==> src/rtl/hc4_trace_pkg.sv <==
// ============================================================================
// Module      : hc4_trace_pkg
// Description : Shared state encoding and entry layout for the hc4 trace buffer.
// Revision    : 1.0 - initial release
// ============================================================================
`default_nettype none

package hc4_trace_pkg;

    typedef enum logic [1:0] {
        ST_IDLE    = 2'd0,
        ST_ARMED   = 2'd1,
        ST_CAPTURE = 2'd2,
        ST_DONE    = 2'd3
    } trace_state_e;

    localparam int ENTRY_W  = 24;
    localparam int PC_W     = 12;
    localparam int INSN_W   = 8;
    localparam int ALU_W    = 4;
    localparam int PC_LSB   = 12;
    localparam int INSN_LSB = 4;

endpackage

`default_nettype wire

==> src/rtl/hc4_trace_fifo.sv <==
// ============================================================================
// Module      : hc4_trace_fifo
// Description : Synchronous FIFO holding trace entries; reads are show-ahead.
// Revision    : 1.0 - initial release
// ============================================================================
`default_nettype none

module hc4_trace_fifo #(
    parameter int DEPTH  = 16,
    parameter int CNT_W  = 5,
    parameter int DATA_W = 24
) (
    input  logic              clk,
    input  logic              rst_n,
    input  logic              flush,
    input  logic              push,
    input  logic              pop,
    input  logic [DATA_W-1:0] wr_data,
    output logic [DATA_W-1:0] rd_data,
    output logic              full,
    output logic              empty,
    output logic [CNT_W-1:0]  count
);

    localparam int              PTR_W   = $clog2(DEPTH);
    localparam logic [CNT_W-1:0] DEPTH_C = CNT_W'(DEPTH);

    logic [DATA_W-1:0] mem_q [DEPTH];
    logic [PTR_W-1:0]  wr_ptr_q, wr_ptr_d;
    logic [PTR_W-1:0]  rd_ptr_q, rd_ptr_d;
    logic [CNT_W-1:0]  count_q, count_d;
    logic              do_push, do_pop;

    assign empty   = (count_q == '0);
    assign full    = (count_q == DEPTH_C);
    assign count   = count_q;
    assign rd_data = empty ? '0 : mem_q[rd_ptr_q];

    // A push into a full FIFO is only legal when the same cycle frees a slot.
    always_comb begin
        do_pop   = pop && !empty && !flush;
        do_push  = push && (!full || do_pop) && !flush;
        wr_ptr_d = wr_ptr_q;
        rd_ptr_d = rd_ptr_q;
        count_d  = count_q;
        if (flush) begin
            wr_ptr_d = '0;
            rd_ptr_d = '0;
            count_d  = '0;
        end else begin
            if (do_push) wr_ptr_d = wr_ptr_q + 1'b1;
            if (do_pop)  rd_ptr_d = rd_ptr_q + 1'b1;
            case ({do_push, do_pop})
                2'b10:   count_d = count_q + 1'b1;
                2'b01:   count_d = count_q - 1'b1;
                default: count_d = count_q;
            endcase
        end
    end

    always_ff @(posedge clk or negedge rst_n) begin
        if (!rst_n) begin
            wr_ptr_q <= '0;
            rd_ptr_q <= '0;
            count_q  <= '0;
        end else begin
            wr_ptr_q <= wr_ptr_d;
            rd_ptr_q <= rd_ptr_d;
            count_q  <= count_d;
        end
    end

    always_ff @(posedge clk) begin
        if (do_push) mem_q[wr_ptr_q] <= wr_data;
    end

endmodule

`default_nettype wire

==> src/rtl/hc4_trace_buffer.sv <==
// ============================================================================
// Module      : hc4_trace_buffer
// Description : Triggered instruction-trace capture for the hc4 core.
// Revision    : 1.0 - initial release
// ============================================================================
`default_nettype none

module hc4_trace_buffer
    import hc4_trace_pkg::*;
#(
    parameter int DEPTH = 16,
    parameter int CNT_W = 5
) (
    input  logic                clk,
    input  logic                nReset,
    input  logic                trace_valid,
    input  logic [11:0]         pc_in,
    input  logic [7:0]          instruction_in,
    input  logic [3:0]          alu_in,
    input  logic                arm,
    input  logic                clear,
    input  logic [11:0]         trigger_pc,
    input  logic [CNT_W-1:0]    capture_len,
    output logic                rd_valid,
    input  logic                rd_ready,
    output logic [ENTRY_W-1:0]  rd_data,
    output logic [CNT_W-1:0]    count,
    output logic [7:0]          overflow_cnt,
    output logic [1:0]          state
);

    localparam logic [CNT_W-1:0] DEPTH_C = CNT_W'(DEPTH);

    trace_state_e       state_q, state_d;
    logic [CNT_W-1:0]   captured_q, captured_d;
    logic [CNT_W-1:0]   eff_len_q, eff_len_d;
    logic [7:0]         overflow_q, overflow_d;

    logic               fifo_full, fifo_empty, fifo_push, fifo_pop;
    logic [CNT_W-1:0]   fifo_count;
    logic [ENTRY_W-1:0] wr_entry;
    logic               trigger_hit, want_write;
    logic [CNT_W-1:0]   len_sample, len_now;

    always_comb begin
        wr_entry = '0;
        wr_entry[PC_LSB   +: PC_W]   = pc_in;
        wr_entry[INSN_LSB +: INSN_W] = instruction_in;
        wr_entry[0        +: ALU_W]  = alu_in;
    end

    always_comb begin
        trigger_hit = (state_q == ST_ARMED) && trace_valid && (pc_in == trigger_pc);
        want_write  = trigger_hit || ((state_q == ST_CAPTURE) && trace_valid);
        fifo_pop    = !fifo_empty && rd_ready && !clear;
        fifo_push   = want_write && (!fifo_full || fifo_pop) && !clear;
        len_sample  = ((capture_len == '0) || (capture_len > DEPTH_C)) ? DEPTH_C : capture_len;
        len_now     = trigger_hit ? len_sample : eff_len_q;

        state_d    = state_q;
        captured_d = captured_q;
        eff_len_d  = eff_len_q;
        overflow_d = overflow_q;

        if (clear) begin
            state_d    = ST_IDLE;
            captured_d = '0;
            overflow_d = '0;
        end else begin
            case (state_q)
                ST_IDLE, ST_DONE: if (arm) state_d = ST_ARMED;
                ST_ARMED: if (trigger_hit) begin
                    state_d    = ST_CAPTURE;
                    captured_d = '0;
                    eff_len_d  = len_sample;
                end
                default: state_d = state_q;
            endcase

            // Dropped samples do not advance the length counter.
            if (want_write) begin
                if (fifo_push) begin
                    captured_d = (trigger_hit ? '0 : captured_q) + 1'b1;
                    if (captured_d == len_now) state_d = ST_DONE;
                end else if (overflow_q != 8'hFF) begin
                    overflow_d = overflow_q + 8'd1;
                end
            end
        end
    end

    always_ff @(posedge clk or negedge nReset) begin
        if (!nReset) begin
            state_q    <= ST_IDLE;
            captured_q <= '0;
            eff_len_q  <= DEPTH_C;
            overflow_q <= '0;
        end else begin
            state_q    <= state_d;
            captured_q <= captured_d;
            eff_len_q  <= eff_len_d;
            overflow_q <= overflow_d;
        end
    end

    hc4_trace_fifo #(
        .DEPTH  (DEPTH),
        .CNT_W  (CNT_W),
        .DATA_W (ENTRY_W)
    ) u_fifo (
        .clk     (clk),
        .rst_n   (nReset),
        .flush   (clear),
        .push    (fifo_push),
        .pop     (fifo_pop),
        .wr_data (wr_entry),
        .rd_data (rd_data),
        .full    (fifo_full),
        .empty   (fifo_empty),
        .count   (fifo_count)
    );

    assign rd_valid     = !fifo_empty;
    assign count        = fifo_count;
    assign overflow_cnt = overflow_q;
    assign state        = state_q;

endmodule

`default_nettype wire

==> config.mk <==
export PLATFORM = sky130hd
export DESIGN_NAME = hc4_trace_buffer
export DESIGN_NICKNAME = d
export VERILOG_FILES = /design/src/rtl/hc4_trace_pkg.sv /design/src/rtl/hc4_trace_fifo.sv /design/src/rtl/hc4_trace_buffer.sv
export SDC_FILE = /design/constraint.sdc
export NUM_CORES = 1
export LEC_CHECK = 0
export ABC_AREA = 0
export CAP_MARGIN = 20
export CORE_MARGIN = 8
export CORE_UTILIZATION = 39
export DETAILED_ROUTE_END_ITERATION = 8
export SETUP_SLACK_MARGIN = 0.5
export SYNTH_ARGS = -nofsm -noshare
export SYNTH_HDL_FRONTEND = slang
export SYNTH_SLANG_ARGS = --single-unit
==> constraint.sdc <==
create_clock -name clk -period 9.74 [get_ports clk]
set_input_delay 1.461 -clock clk [delete_from_list [all_inputs] [get_ports clk]]
set_output_delay 1.461 -clock clk [all_outputs]
set_load 0.02 [all_outputs]
==> reports/qor.yml, run 1 <==
dp_hpwl_um: 23800
slew_viol_final: 0
power.total_mw: 3.64
rows: 76
crit_arrival_ps: 4370
die_y_um: 225
dpl_cell_area_um2: 18700
synth.largest_area_cell: "edfxtp_1"
fmax_mhz: 172
mostFrequentLayoutCells: "edfxtp_1, mux2i_1, clkdlybuf4s50_1"
grt_pass1_vias: 9623
coreArea_um2: 43200
cts_max_level: 2
dpl_worst_slack_ps: 3940
yosys-top-cells-area: "edfxtp_1, mux4_2, mux2i_1"
ant_nets: 0
die_area_um2: 50700
cts_buffer_depth: 3
ctsResizeCount: 0
finalSetupViolCount: 0
track_usage_pct: 16.2
r2r_end: "u_fifo.mem_q[7][17]"
min_delay_path_depth: 2
synth_top_area_share_pct: 67.6
fin_util_pct: 46.6
grt_max_degree: 79
p_leak_nw: 6.13
maxCapViolCount: 0
rsz0062_at_grt: "false"
initial_core_util_pct: 39.5
syn_area_um2: 17100
synth_top_flop_cell: "edfxtp_1"
r2r-start: "state[1]"
hold_start: "eff_len_q[4]"
post-route-period-util_pct: 59.8
via_per_inst: 5.45
overflow: 0
yosys_warnings: 0
synth-seq-cells: 417
drt_iter0_drc: 616
r2r_setup_slack_ps: 5970
worst_path_max_delay_cell: "dfrtp_2"
post_drt_wl_per_cell_um: 24.2
post_cts_buffers: 0
final_cell_area_um2: 20100
powerDensity_nw_per_um2: 181
outcome: "finished, final reports clean"
dpl.cell_count: 1610
synth-async-reset-ratio_pct: 7.91
max_stage_delay_ps: 720
ys_seq_area_share_pct: 72.4
synth_edf_count: 384
clkLatencyLatePin_ps: 580
fillers: 3699
min_path_type: "flop to flop"
port_buffers: 86
skew_ps: 18.4
crit_fanout: 36
nets: 1131
clkTransAtPathRegs_ps: 60
crit_type: "flop to primary output"
synthToLayoutAreaGrowth_pct: 18.1
ff2ff_path_depth: 8
final_common_cell: "edfxtp_1"
worstMarginPinSlew_ps: 1040
antenna_found_initial: 1
whs_ps: 513
io_pins: 87
syn_avg_cell_area_um2: 17.7
cts_hold_buf: 0
drc_errors: 0
worst_path_most_repeated_cell: "buf_4"
vias: 9222
grt_pass1_wl_um: 61500
synth.distinct_cells: 59
syn_nets: 1021
stdcell_count: 1691
chipWidth_um: 225
layout-drive-gt1-share_pct: 15.6
crit_chain: "buf_4 > nand2_2 > buf_4 > o221ai_1 > o22ai_1 > a211oi_1 > clkdlybuf4s50_1"
cp-end-kind: "primary output"
cp-start-kind: "flop"
place_congestion: 0.751
hold_viol: 0
synth_cells: 961
cts_made_buffers: 44
wl_um: 40800
period_minus_slack_ps: 5830
required_ps: 8280
setup.worst_path.start: "u_fifo.rd_ptr_q[1]"
max_slew_margin_pct: 30.7
worstHoldEndpoint: "eff_len_q[4]"
cts_tree: "yes"
n_antenna_cell: 0
drtPass1Iterations: 5
setup_tns_ps: 0
worst_slack_ps: 3910
ir_worst_vdd_mv: 0.104
cts.sinks: 417
root_buffer: "clkbuf_16"
cell type report:
type                            count  area [µm²]  area share [%]
Multi-Input combinational cell    469        4450            22.1
Inverter                           19        71.3           0.354
Sequential cell                   417       12400            61.4
Clock inverter                     30         253            1.26
Tap cell                          585         732            3.63
Timing Repair Buffer              120        1130            5.60
Clock buffer                       51        1140            5.65
registers in the layout (all words and copies together) (netlist names):
name             flops
captured_q           5
eff_len_q            5
overflow_cnt         8
state                2
u_fifo.count         5
u_fifo.mem_q       384
u_fifo.rd_ptr_q      4
u_fifo.wr_ptr_q      4
cell usage after synthesis, types with 18 or more instances:
cell type / n
inv_1: 18
nor2_1: 30
xnor2_1: 32
dfrtp_1: 32
clkbuf_1: 40
o221ai_1: 48
mux4_2: 48
nand2_1: 35
mux2i_1: 101
a211oi_1: 30
edfxtp_1: 384
o22ai_1: 24
cell families (layout without fill, tap and decap cells):
group | Yosys count | count (layout) | share of synthesized area [%]
buf+inv | 75 | 220 | 1.71
simple gates | 123 | 123 | 3.84
compound gates | 144 | 144 | 6.69
fa+ha+maj | 13 | 13 | 0.954
mux | 152 | 152 | 12.5
xor+xnor | 37 | 37 | 1.90
flops | 417 | 417 | 72.4
metal layers:
layer | track usage (%) | vias to the layer above | routed length, µm
li1 | - | 4131 | -
met1 | 21.3 | 4805 | 17500
met2 | 26.9 | 215 | 20200
met3 | 3.31 | 69 | 1990
met4 | 4.91 | 2 | 1080
met5 | 0 | - | 13
worst max path at each step:
stage / endpoint / slack (ps) / depth (start not counted)
final: rd_data[7] / 3910 / 7
after global routing: rd_data[20] / 3670 / 7
after CTS: rd_data[7] / 3830 / 7
after detailed placement: u_fifo.mem_q[7][15] / 3940 / 8
after global placement: u_fifo.mem_q[14][2] / 4080 / 7
after floorplan: u_fifo.mem_q[0][0] / 4420 / 5
critical path, delay by kind of cell, from the launching register on:
family                 cells  cell delay (ps)
AOI/OAI and AO/OA          3              790
DFF                        1              720
buffers and inverters      3             1750
and+or+nand+nor            1              520
power by group:
group / internal, mW / switching [mW] / total [mW]
clock network: 0.923 / 0.695 / 1.62
registers: 1.96 / 0.000628 / 1.96
logic: 0.0249 / 0.0412 / 0.0661
(Power assumes the default switching activity.)
==> inputs of run 2 (changes only) <==
clock period = 5.88 ns   (was 9.74 ns; I/O delays follow)
==> run 2 against run 1 <==
Net effect: first-iteration DRC count rose by 6.7%; sequential share of layout area is 0.20 points lower; final cell count is 0.53% higher; global-route usage down 0.77 points; critical path depth fell by 1; critical endpoint is now rd_data[22]; core utilization rose by 0.15 points; setup slack got worse by 2700 ps; highest routed layer is now met4; count of clock-buffer cells in the layout is 6 higher; non-clock buffer count up 11.
==> reports/qor.yml, run 2 (synthesized netlist as in run 1, its figures left out) <==
outcome: "finished, final reports clean"
largest_register: "u_fifo.mem_q"
cp-end-kind: "primary output"
post_cts_buffers: 0  # unchanged
hold_viol: 0  # unchanged
cts_buffer_depth: 3  # unchanged
cp.buffers_inverters: 2  # -1
via_per_inst: 5.41  # -0.81%
grt_pass1_vias: 9567  # -0.58%
p_clk_share_pct: 43.5  # -1.0 points
worstMarginPinSlew_ps: 704  # -333 ps
worstHoldEndpoint: "eff_len_q[4]"
post_drt_wl_per_cell_um: 23.0  # -4.7%
finalSetupViolCount: 0  # unchanged
ir_worst_vdd_mv: 0.172  # +65%
drc_errors: 0  # unchanged
setup_tns_ps: 0  # unchanged
nets: 1142  # +0.97%
port_buffers: 86  # unchanged
clkTransAtPathRegs_ps: 60  # about the same
dpl_worst_slack_ps: 1320  # -2630 ps
r2r-start: "u_fifo.count[2]"
largest_reg_flops: 384  # unchanged
chipWidth_um: 225  # unchanged
n_antenna_cell: 0  # unchanged
max_stage_delay_ps: 760  # +40 ps
initial_core_util_pct: 39.5  # unchanged
root_buffer: "clkbuf_16"
drtPass1Iterations: 5  # unchanged
grt_pass1_wl_um: 59200  # -3.7%
switchingPower_mw: 1.17  # +59%
layout-drive-gt1-share_pct: 16.1  # +0.50 points
grt_max_degree: 59  # -25%
combPwrFrac_pct: 1.8  # about the same
max_slew_margin_pct: 53.0  # +22 points
critPathTopFamily: "buffers and inverters"
setup.worst_path.start: "u_fifo.rd_ptr_q[2]"
switching_share_pct: 19.8  # -0.49 points
antenna_found_initial: 0  # -1
worst_slack_ps: 1170  # -2740 ps
place_congestion: 0.764  # +1.7%
track_usage_pct: 15.4  # -0.77 points
vias: 9196  # -0.28%
power.total_mw: 5.93  # +63%
min_path_type: "flop to flop"
maxCapViolCount: 0  # unchanged
drt_iter0_drc: 657  # +6.7%
cts.sinks: 417  # unchanged
coreArea_um2: 43200  # unchanged
powerDensity_nw_per_um2: 294  # +62%
die_y_um: 225  # unchanged
mostFrequentLayoutCells: "edfxtp_1, mux2i_1, clkdlybuf4s50_1"
intPower_mw: 4.76  # +64%
post-route-period-util_pct: 80.1
required_ps: 5000  # -3280 ps
final_cell_area_um2: 20200  # +0.33%
cts_max_level: 2  # unchanged
clkLatencyLatePin_ps: 560  # -20 ps
cts_made_buffers: 44  # unchanged
p_seq_share_pct: 54.6  # +0.9 points
min_delay_path_depth: 2  # unchanged
p_leak_nw: 6.18  # +0.81%
crit_cells: 6  # -1
r2r_setup_slack_ps: 2390  # -3580 ps
crit_type: "flop to primary output"
dp_hpwl_um: 24000  # +0.87%
ff2ff_path_depth: 11  # +3
crit_arrival_ps: 3830  # -540 ps
cts_tree: "yes"
crit_chain: "nand2b_2 > buf_4 > o221ai_1 > o22ai_1 > a211oi_1 > clkdlybuf4s50_1"
cp-start-kind: "flop"
dpl_cell_area_um2: 18800  # +0.53%
overflow: 0  # unchanged
rows: 76  # unchanged
rsz0062_at_grt: "false"
r2r_end: "u_fifo.count[4]"
hold_start: "eff_len_q[4]"
crit_fanout: 33  # -8.3%
ant_nets: 0  # unchanged
worst_path_max_delay_cell: "dfrtp_1"
period_minus_slack_ps: 4710
skew_ps: 19.4  # +0.931 ps
synthToLayoutAreaGrowth_pct: 18.4
slew_viol_final: 0  # unchanged
io_pins: 87  # unchanged
die_area_um2: 50700  # unchanged
wl_um: 39100  # -4.2%
final_common_cell: "edfxtp_1"
ctsResizeCount: 0  # unchanged
cts_hold_buf: 0  # unchanged
fmax_mhz: 212
## run 2: power groups by stage
stage	combinational, mW	clock, mW	sequential, mW
floorplan	0.0206	0	3.30
global placement	0.108	0	3.30
detailed placement	0.110	0	3.30
CTS	0.110	2.64	3.24
global route	0.118	2.76	3.24
finish	0.109	2.58	3.24
## run 2: routing by layer
layer / wire, µm / global-route usage (%)
met1: 17500 / 20.7
met2: 18900 / 25.5
met3: 1880 / 2.71
met4: 820 / 4.61
met5: 0 / 0
## run 2: stage by stage
stage	instances	utilization (%)	hold WS (ps)
2_1_floorplan	961	-	488
3_3_place_gp	1620	43.7	503
3_5_place_dp	1620	43.7	503
4_1_cts	1699	46.7	514
5_1_grt	1700	46.8	547
6_report	1700	46.8	511
## run 2: final cells by class
cell class,count,area (µm²)
Tap cell,585,732
Multi-Input combinational cell,469,4450
Clock buffer,57,1160
Sequential cell,417,12400
Inverter,19,71.3
Clock inverter,22,169
Fill cell,3727,23000
Timing Repair Buffer,131,1260
## run 2: tightest hold or removal path: cells and delay by family (launching register included)
kind | cells | cell delay [ps]
simple gates | 1 | 90
flops | 1 | 370
compound gates | 1 | 40
## run 2: how the worst max path moves through the flow
stage,to,slack [ps]
after floorplan,u_fifo.mem_q[0][0],1130
after global placement,state[1],1420
after detailed placement,state[1],1320
after CTS,rd_data[21],1080
after global routing,rd_data[21],1020
final,rd_data[22],1170
